**config.mk**
```make
export PLATFORM = sky130hd
export DESIGN_NAME = gate_delay_array
export DESIGN_NICKNAME = d
export VERILOG_FILES = /design/src/rtl/gate_delay_array_pkg.sv /design/src/rtl/gate_delay_lane.sv /design/src/rtl/gate_delay_array.sv
export SDC_FILE = /design/constraint.sdc
export NUM_CORES = 1
export LEC_CHECK = 0
export BUFFER_PORTS_ARGS = -buffer_cell sky130_fd_sc_hd__clkbuf_2
export CAP_MARGIN = 0
export CORE_ASPECT_RATIO = 0.7
export CORE_MARGIN = 1.5
export CORE_UTILIZATION = 30
export DETAILED_ROUTE_END_ITERATION = 12
export PLACE_DENSITY_LB_ADDON = 0.25
export SLEW_MARGIN = 5
export SYNTH_ARGS = -nofsm -noshare
export SYNTH_HDL_FRONTEND = slang
export SYNTH_SLANG_ARGS = --single-unit
```
**constraint.sdc**
```tcl
create_clock -name clk -period 1.6 [get_ports clk]
set_input_delay 0.16 -clock clk [delete_from_list [all_inputs] [get_ports clk]]
set_output_delay 0.16 -clock clk [all_outputs]
set_load 0.05 [all_outputs]
```
**src/rtl/gate_delay_array_pkg.sv**
```systemverilog
// Shared definitions for gate_delay_array: opcode encoding, the gate
// evaluation function and the statistics counter width.
// Optional feature macro: GATE_DELAY_ARRAY_STATS_EN (per-channel ones counters).
package gate_delay_array_pkg;

  localparam int STAT_W = 16;

  typedef enum logic [2:0] {
    OP_AND  = 3'd0,
    OP_NAND = 3'd1,
    OP_OR   = 3'd2,
    OP_NOR  = 3'd3,
    OP_XOR  = 3'd4,
    OP_XNOR = 3'd5,
    OP_BUF  = 3'd6,
    OP_NOT  = 3'd7
  } op_e;

  // Reductions are computed by the caller so the function stays width-agnostic.
  function automatic logic eval_op(input logic [2:0] op,
                                   input logic red_and,
                                   input logic red_or,
                                   input logic red_xor,
                                   input logic bit0);
    logic res;
    case (op_e'(op))
      OP_AND:  res = red_and;
      OP_NAND: res = ~red_and;
      OP_OR:   res = red_or;
      OP_NOR:  res = ~red_or;
      OP_XOR:  res = red_xor;
      OP_XNOR: res = ~red_xor;
      OP_BUF:  res = bit0;
      OP_NOT:  res = ~bit0;
      default: res = 1'b0;
    endcase
    return res;
  endfunction

endpackage

```
**src/rtl/gate_delay_lane.sv**
```systemverilog
// One gate_delay_array channel: config register, stage 0 gate register,
// MAX_DLY-deep {valid,data} delay line, tap mux and output register.
// Optional feature macro: GATE_DELAY_ARRAY_STATS_EN (adds stat_ones counter).
module gate_delay_lane
  import gate_delay_array_pkg::*;
#(
  parameter int IN_W    = 4,
  parameter int MAX_DLY = 7,
  parameter int DLY_W   = $clog2(MAX_DLY + 1)
) (
  input  logic              clk,
  input  logic              rst_n,
  input  logic              cfg_we,
  input  logic [2:0]        op_in,
  input  logic [DLY_W-1:0]  dly_in,
  input  logic              in_valid,
  input  logic [IN_W-1:0]   in_data,
  output logic              out_valid,
  output logic              out_data,
  output logic              clamp_hit
`ifdef GATE_DELAY_ARRAY_STATS_EN
  ,
  output logic [STAT_W-1:0] stat_ones
`endif
);

  localparam logic [DLY_W-1:0] MAX_DLY_V = DLY_W'(MAX_DLY);

  logic [2:0]       op_q;
  logic [DLY_W-1:0] dly_q;
  logic [DLY_W-1:0] dly_sat;
  logic             gate_res;
  // bit 0 is stage 0; bit i is stage 0 delayed by i cycles
  logic [MAX_DLY:0] pipe_v;
  logic [MAX_DLY:0] pipe_d;
  logic             tap_v;
  logic             tap_d;

  assign clamp_hit = cfg_we && (dly_in > MAX_DLY_V);
  assign dly_sat   = clamp_hit ? MAX_DLY_V : dly_in;
  assign gate_res  = eval_op(op_q, &in_data, |in_data, ^in_data, in_data[0]);
  assign tap_v     = pipe_v[dly_q];
  assign tap_d     = pipe_d[dly_q];

  // Config register; values written here apply from the next cycle.
  always_ff @(posedge clk or negedge rst_n) begin
    if (!rst_n) begin
      op_q  <= OP_AND;
      dly_q <= '0;
    end else if (cfg_we) begin
      op_q  <= op_in;
      dly_q <= dly_sat;
    end
  end

  // Stage 0 plus delay line; a config write flushes every valid bit, which
  // also drops any sample presented on the same edge.
  always_ff @(posedge clk or negedge rst_n) begin
    if (!rst_n) begin
      pipe_v <= '0;
      pipe_d <= '0;
    end else begin
      if (cfg_we) begin
        pipe_v <= '0;
      end else begin
        pipe_v <= {pipe_v[MAX_DLY-1:0], in_valid};
      end
      pipe_d <= {pipe_d[MAX_DLY-1:0], (in_valid && !cfg_we) ? gate_res : pipe_d[0]};
    end
  end

  // Output register; data holds while no valid sample reaches the tap.
  always_ff @(posedge clk or negedge rst_n) begin
    if (!rst_n) begin
      out_valid <= 1'b0;
      out_data  <= 1'b0;
    end else begin
      out_valid <= tap_v && !cfg_we;
      if (tap_v && !cfg_we) begin
        out_data <= tap_d;
      end
    end
  end

`ifdef GATE_DELAY_ARRAY_STATS_EN
  // Saturating count of cycles presenting a valid one.
  always_ff @(posedge clk or negedge rst_n) begin
    if (!rst_n) begin
      stat_ones <= '0;
    end else if (cfg_we) begin
      stat_ones <= '0;
    end else if (out_valid && out_data && (stat_ones != {STAT_W{1'b1}})) begin
      stat_ones <= stat_ones + 1'b1;
    end
  end
`endif

endmodule

```
**src/rtl/gate_delay_array.sv**
```systemverilog
// Multi-channel gate array: each lane reduces its inputs through a selectable
// gate and delays the result by a programmable number of cycles.
// Optional feature macro: GATE_DELAY_ARRAY_STATS_EN (adds stat_ones port).
module gate_delay_array
  import gate_delay_array_pkg::*;
#(
  parameter int CHANNELS = 4,
  parameter int IN_W     = 4,
  parameter int MAX_DLY  = 7,
  parameter int DLY_W    = $clog2(MAX_DLY + 1)
) (
  input  logic                      clk,
  input  logic                      rst_n,
  input  logic                      cfg_we,
  input  logic [3*CHANNELS-1:0]     op_cfg,
  input  logic [DLY_W*CHANNELS-1:0] dly_cfg,
  input  logic [CHANNELS-1:0]       in_valid,
  input  logic [IN_W*CHANNELS-1:0]  in_data,
  output logic [CHANNELS-1:0]       out_valid,
  output logic [CHANNELS-1:0]       out_data,
  output logic                      cfg_err
`ifdef GATE_DELAY_ARRAY_STATS_EN
  ,
  output logic [STAT_W*CHANNELS-1:0] stat_ones
`endif
);

  logic [CHANNELS-1:0] clamp_hit;

  for (genvar k = 0; k < CHANNELS; k++) begin : g_lane
    gate_delay_lane #(
      .IN_W    (IN_W),
      .MAX_DLY (MAX_DLY),
      .DLY_W   (DLY_W)
    ) u_lane (
      .clk       (clk),
      .rst_n     (rst_n),
      .cfg_we    (cfg_we),
      .op_in     (op_cfg[3*k +: 3]),
      .dly_in    (dly_cfg[DLY_W*k +: DLY_W]),
      .in_valid  (in_valid[k]),
      .in_data   (in_data[IN_W*k +: IN_W]),
      .out_valid (out_valid[k]),
      .out_data  (out_data[k]),
      .clamp_hit (clamp_hit[k])
`ifdef GATE_DELAY_ARRAY_STATS_EN
      ,
      .stat_ones (stat_ones[STAT_W*k +: STAT_W])
`endif
    );
  end

  // Sticky out-of-range delay flag; only reset clears it.
  always_ff @(posedge clk or negedge rst_n) begin
    if (!rst_n) begin
      cfg_err <= 1'b0;
    end else if (|clamp_hit) begin
      cfg_err <= 1'b1;
    end
  end

endmodule

```
==> flow_summary_export.csv <==
group,metric,value,unit
power_and_ir_drop,p_leak,0.00229,uW
floorplan,die_h,99.9,um
power_and_ir_drop,power.total,6200,uW
clocking,cts_buffers,9,
cells_and_area,nNetsFinal,392,
yosys,synth_nets,324,
setup_path,rrSetupSlack,40,ps
yosys,synth_top_area_share,60.4,%
detailed_routing,drc,0,
detailed_routing,firstDrtPassIters,4,
yosys,synth_ff_type,"dfrtp_1",
floorplan,coreArea,0.0131,mm2
setup_path,startpoint,"g_lane[3].u_lane.dly_q[1]",
cells_and_area,drive_gt1_share,42.3,%
yosys,ys_top_cells_by_count,"97 x dfrtp_1, 32 x nor2b_1, 29 x mux2_2",
floorplan,initial_core_util,30.6,%
yosys,async_flop_share,100,%
setup_path,crit_fanout,3,
timing,fin_crit_sh,97.7,%
global_route,track_usage,10.5,%
clocking,clock-sinks,97,
global_route,grt_max_degree,90,
hold_path,whs_path_depth,2,
yosys,yosys_register_bits,97,
yosys,synth_top_area_cell,"dfrtp_1",
yosys,seq_area_frac_synth,60.4,%
placed_design,placed_area,0.00456,mm2
setup_path,critPathKind,"reg -> reg",
timing,relSlewSlack,68.2,%
power_and_ir_drop,powerDensity,1270,mW/mm2
placed_design,portBuffers,55,
cells_and_area,fin_cells,499,
clocking,clk_latency,330,ps
cells_and_area,area_delta_synth_final,21.8,%
timing,worstMarginPinSlew,477,ps
power_and_ir_drop,peakVddDrop,0.607,mV
clocking,h-tree-depth,3,
setup_path,critical_path_arrival,1780,ps
run,max-cap-violations,0,
cells_and_area,final_util,37.3,%
floorplan,ios,56,
yosys,syn_avg_cell_area,15.4,um2
global_route,grt_pass1_vias,2248,
clocking,clkTransAtPathRegs,60,ps
timing,worst_slack,36.5,ps
detailed_routing,antenna_left,0,
timing,max_freq,640,MHz
outcome,status,"complete, no violations",
detailed_routing,drt-total-wl,6580,um
clocking,cts_tree,"built",
setup_path,worstReg2RegEnd,"g_lane[3].u_lane.out_data",
clocking,cts.root.buffer_cell,"clkbuf_16",
floorplan,die_area,0.0141,mm2
placed_design,dp.cells,481,
timing,setup_viol,0,
timing,min_period,1560,ps
floorplan,die_x,141,um
placed_design,gp_congestion,0.759,
global_route,grt-ovfl-total,0,
detailed_routing,drtIter0Drc,122,
placed_design,place_hpwl,4650,um
cells_and_area,final_area,0.00489,mm2
detailed_routing,via_per_inst,4.26,
setup_path,cp-start-kind,"flip-flop",
setup_path,worstPathRequired,1820,ps
yosys,synth_top_cells_by_area,"dfrtp_1 60%, mux4_2 9.0%, mux2_2 8.1%",
yosys,syn_area,0.00402,mm2
floorplan,rows,35,
cells_and_area,antenna_cells,0,
placed_design,post-place-ws,-149,ps
yosys,synthCells,261,
timing,finalHoldViolCount,0,
yosys,synth_edf_count,0,
global_route,antenna_found_initial,0,
yosys,yosysMostFrequentCell,"dfrtp_1",
setup_path,worstSetupEndpoint,"g_lane[3].u_lane.out_data",
clocking,clockBufferDepth,2,
setup_path,r2r_cells,4,
timing,final_max_slew_viol_count,0,
global_route,grt_pass1_wl,11400,um
setup_path,r2r_start,"g_lane[3].u_lane.dly_q[1]",
hold_path,hp-class,"in -> reg",
timing,grt_setup_unrepaired,"yes",
yosys,ys_warn_count,0,
yosys,synth.distinct_cells,18,
setup_path,critPathCaptureType,"flip-flop",
timing,skew,5.25,ps
detailed_routing,routed_wire_length_per_instance,13.2,um
detailed_routing,dr_total_vias,2124,
-- layout by cell type (no fill, tap or decap), types with 4 or more instances in the layout --
master     netlist  final
clkbuf_16        0      9
xnor2_1          4      4
nand2_1          4      4
mux2i_1          4      4
inv_1           16     16
nor2b_1         32     32
buf_4            9     15
mux2_4           3      5
nor2_1           8      8
xor2_1           4      4
clkbuf_2         0     54
mux4_2          16     20
dfrtp_1         97     93
and2_0           4      4
ha_1            16     16
a21oi_1          4      4
mux2_2          29     27
dfrtp_2          0      4
-- worst min path at each step --
stage / from / to / slack (ps)
after floorplan: rst_n / cfg_err / -140
after global placement: rst_n / cfg_err / -3
after detailed placement: rst_n / cfg_err / -0.3
after CTS: dly_cfg[3] / g_lane[1].u_lane.dly_q[0] / 40
after global routing: op_cfg[10] / g_lane[3].u_lane.op_q[1] / 40
final: dly_cfg[0] / g_lane[0].u_lane.dly_q[0] / 50
-- critical path: stages, from the launching register on --
cell,delay (ps)
dfrtp_1,400
mux4_2,520
mux2i_1,150
nor2_1,90
mux2_4,300
-- where the power goes --
| part | switching, uW | internal, uW |
|---|---|---|
| Clock | 828 | 1400 |
| Combinational | 459 | 512 |
| Sequential | 211 | 2790 |
-- sequential cells by signal (all words and copies together) (netlist names) --
name	cells
g_lane.u_lane.out_valid	4
g_lane.u_lane.pipe_d	32
g_lane.u_lane.out_data	4
g_lane.u_lane.op_q	12
cfg_err	1
g_lane.u_lane.dly_q	12
g_lane.u_lane.pipe_v	32
-- routing by layer --
layer | track usage, % | routed length [um] | part of all wire (%)
met5 | 0 | 0 | 0
met4 | 3.85 | 88 | 1.3
met3 | 4.15 | 390 | 5.9
met2 | 14.1 | 2720 | 41
met1 | 15.2 | 3380 | 51
-- logic make-up (layout without fill, tap and decap cells) --
kind of cell | Yosys count | count (layout) | synth area share (%)
compound gates | 4 | 4 | 0.498
xor+xnor | 8 | 8 | 1.74
fa+ha+maj | 16 | 16 | 4.98
buf+inv | 32 | 104 | 3.86
flops | 97 | 97 | 60.4
mux | 56 | 56 | 21.8
simple gates | 48 | 48 | 6.72
-- per-stage QoR --
stage	setup TNS, ps	hold slack [ps]
after floorplan	0	-136
after global placement	-126	-3.26
after detailed placement	-157	-0.305
after CTS	0	39.2
after global routing	-62.6	43.2
final	0	53.8
-- layout make-up --
type	count	area (um2)
tap	166	208
multi-input combinational	132	1430
timing repair buffer	73	453
fill	1251	8240
inverter	16	60.1
clock buffer	12	246
clock inverter	3	65.1
sequential	97	2430
-- what timing repair did --
| action | in CTS | in global routing |
|---|---|---|
| buffers inserted | 1 | 1 |
| endpoints found under the hold margin | 12 | 0 |
| resized for setup | 4 | 6 |
| setup endpoints to repair | 2 | 4 |
| pin swaps | 0 | 1 |
| hold buffers | 1 | 0 |
| cloned | 0 | 0 |
Note: power is estimated with default switching activity, not from simulation.
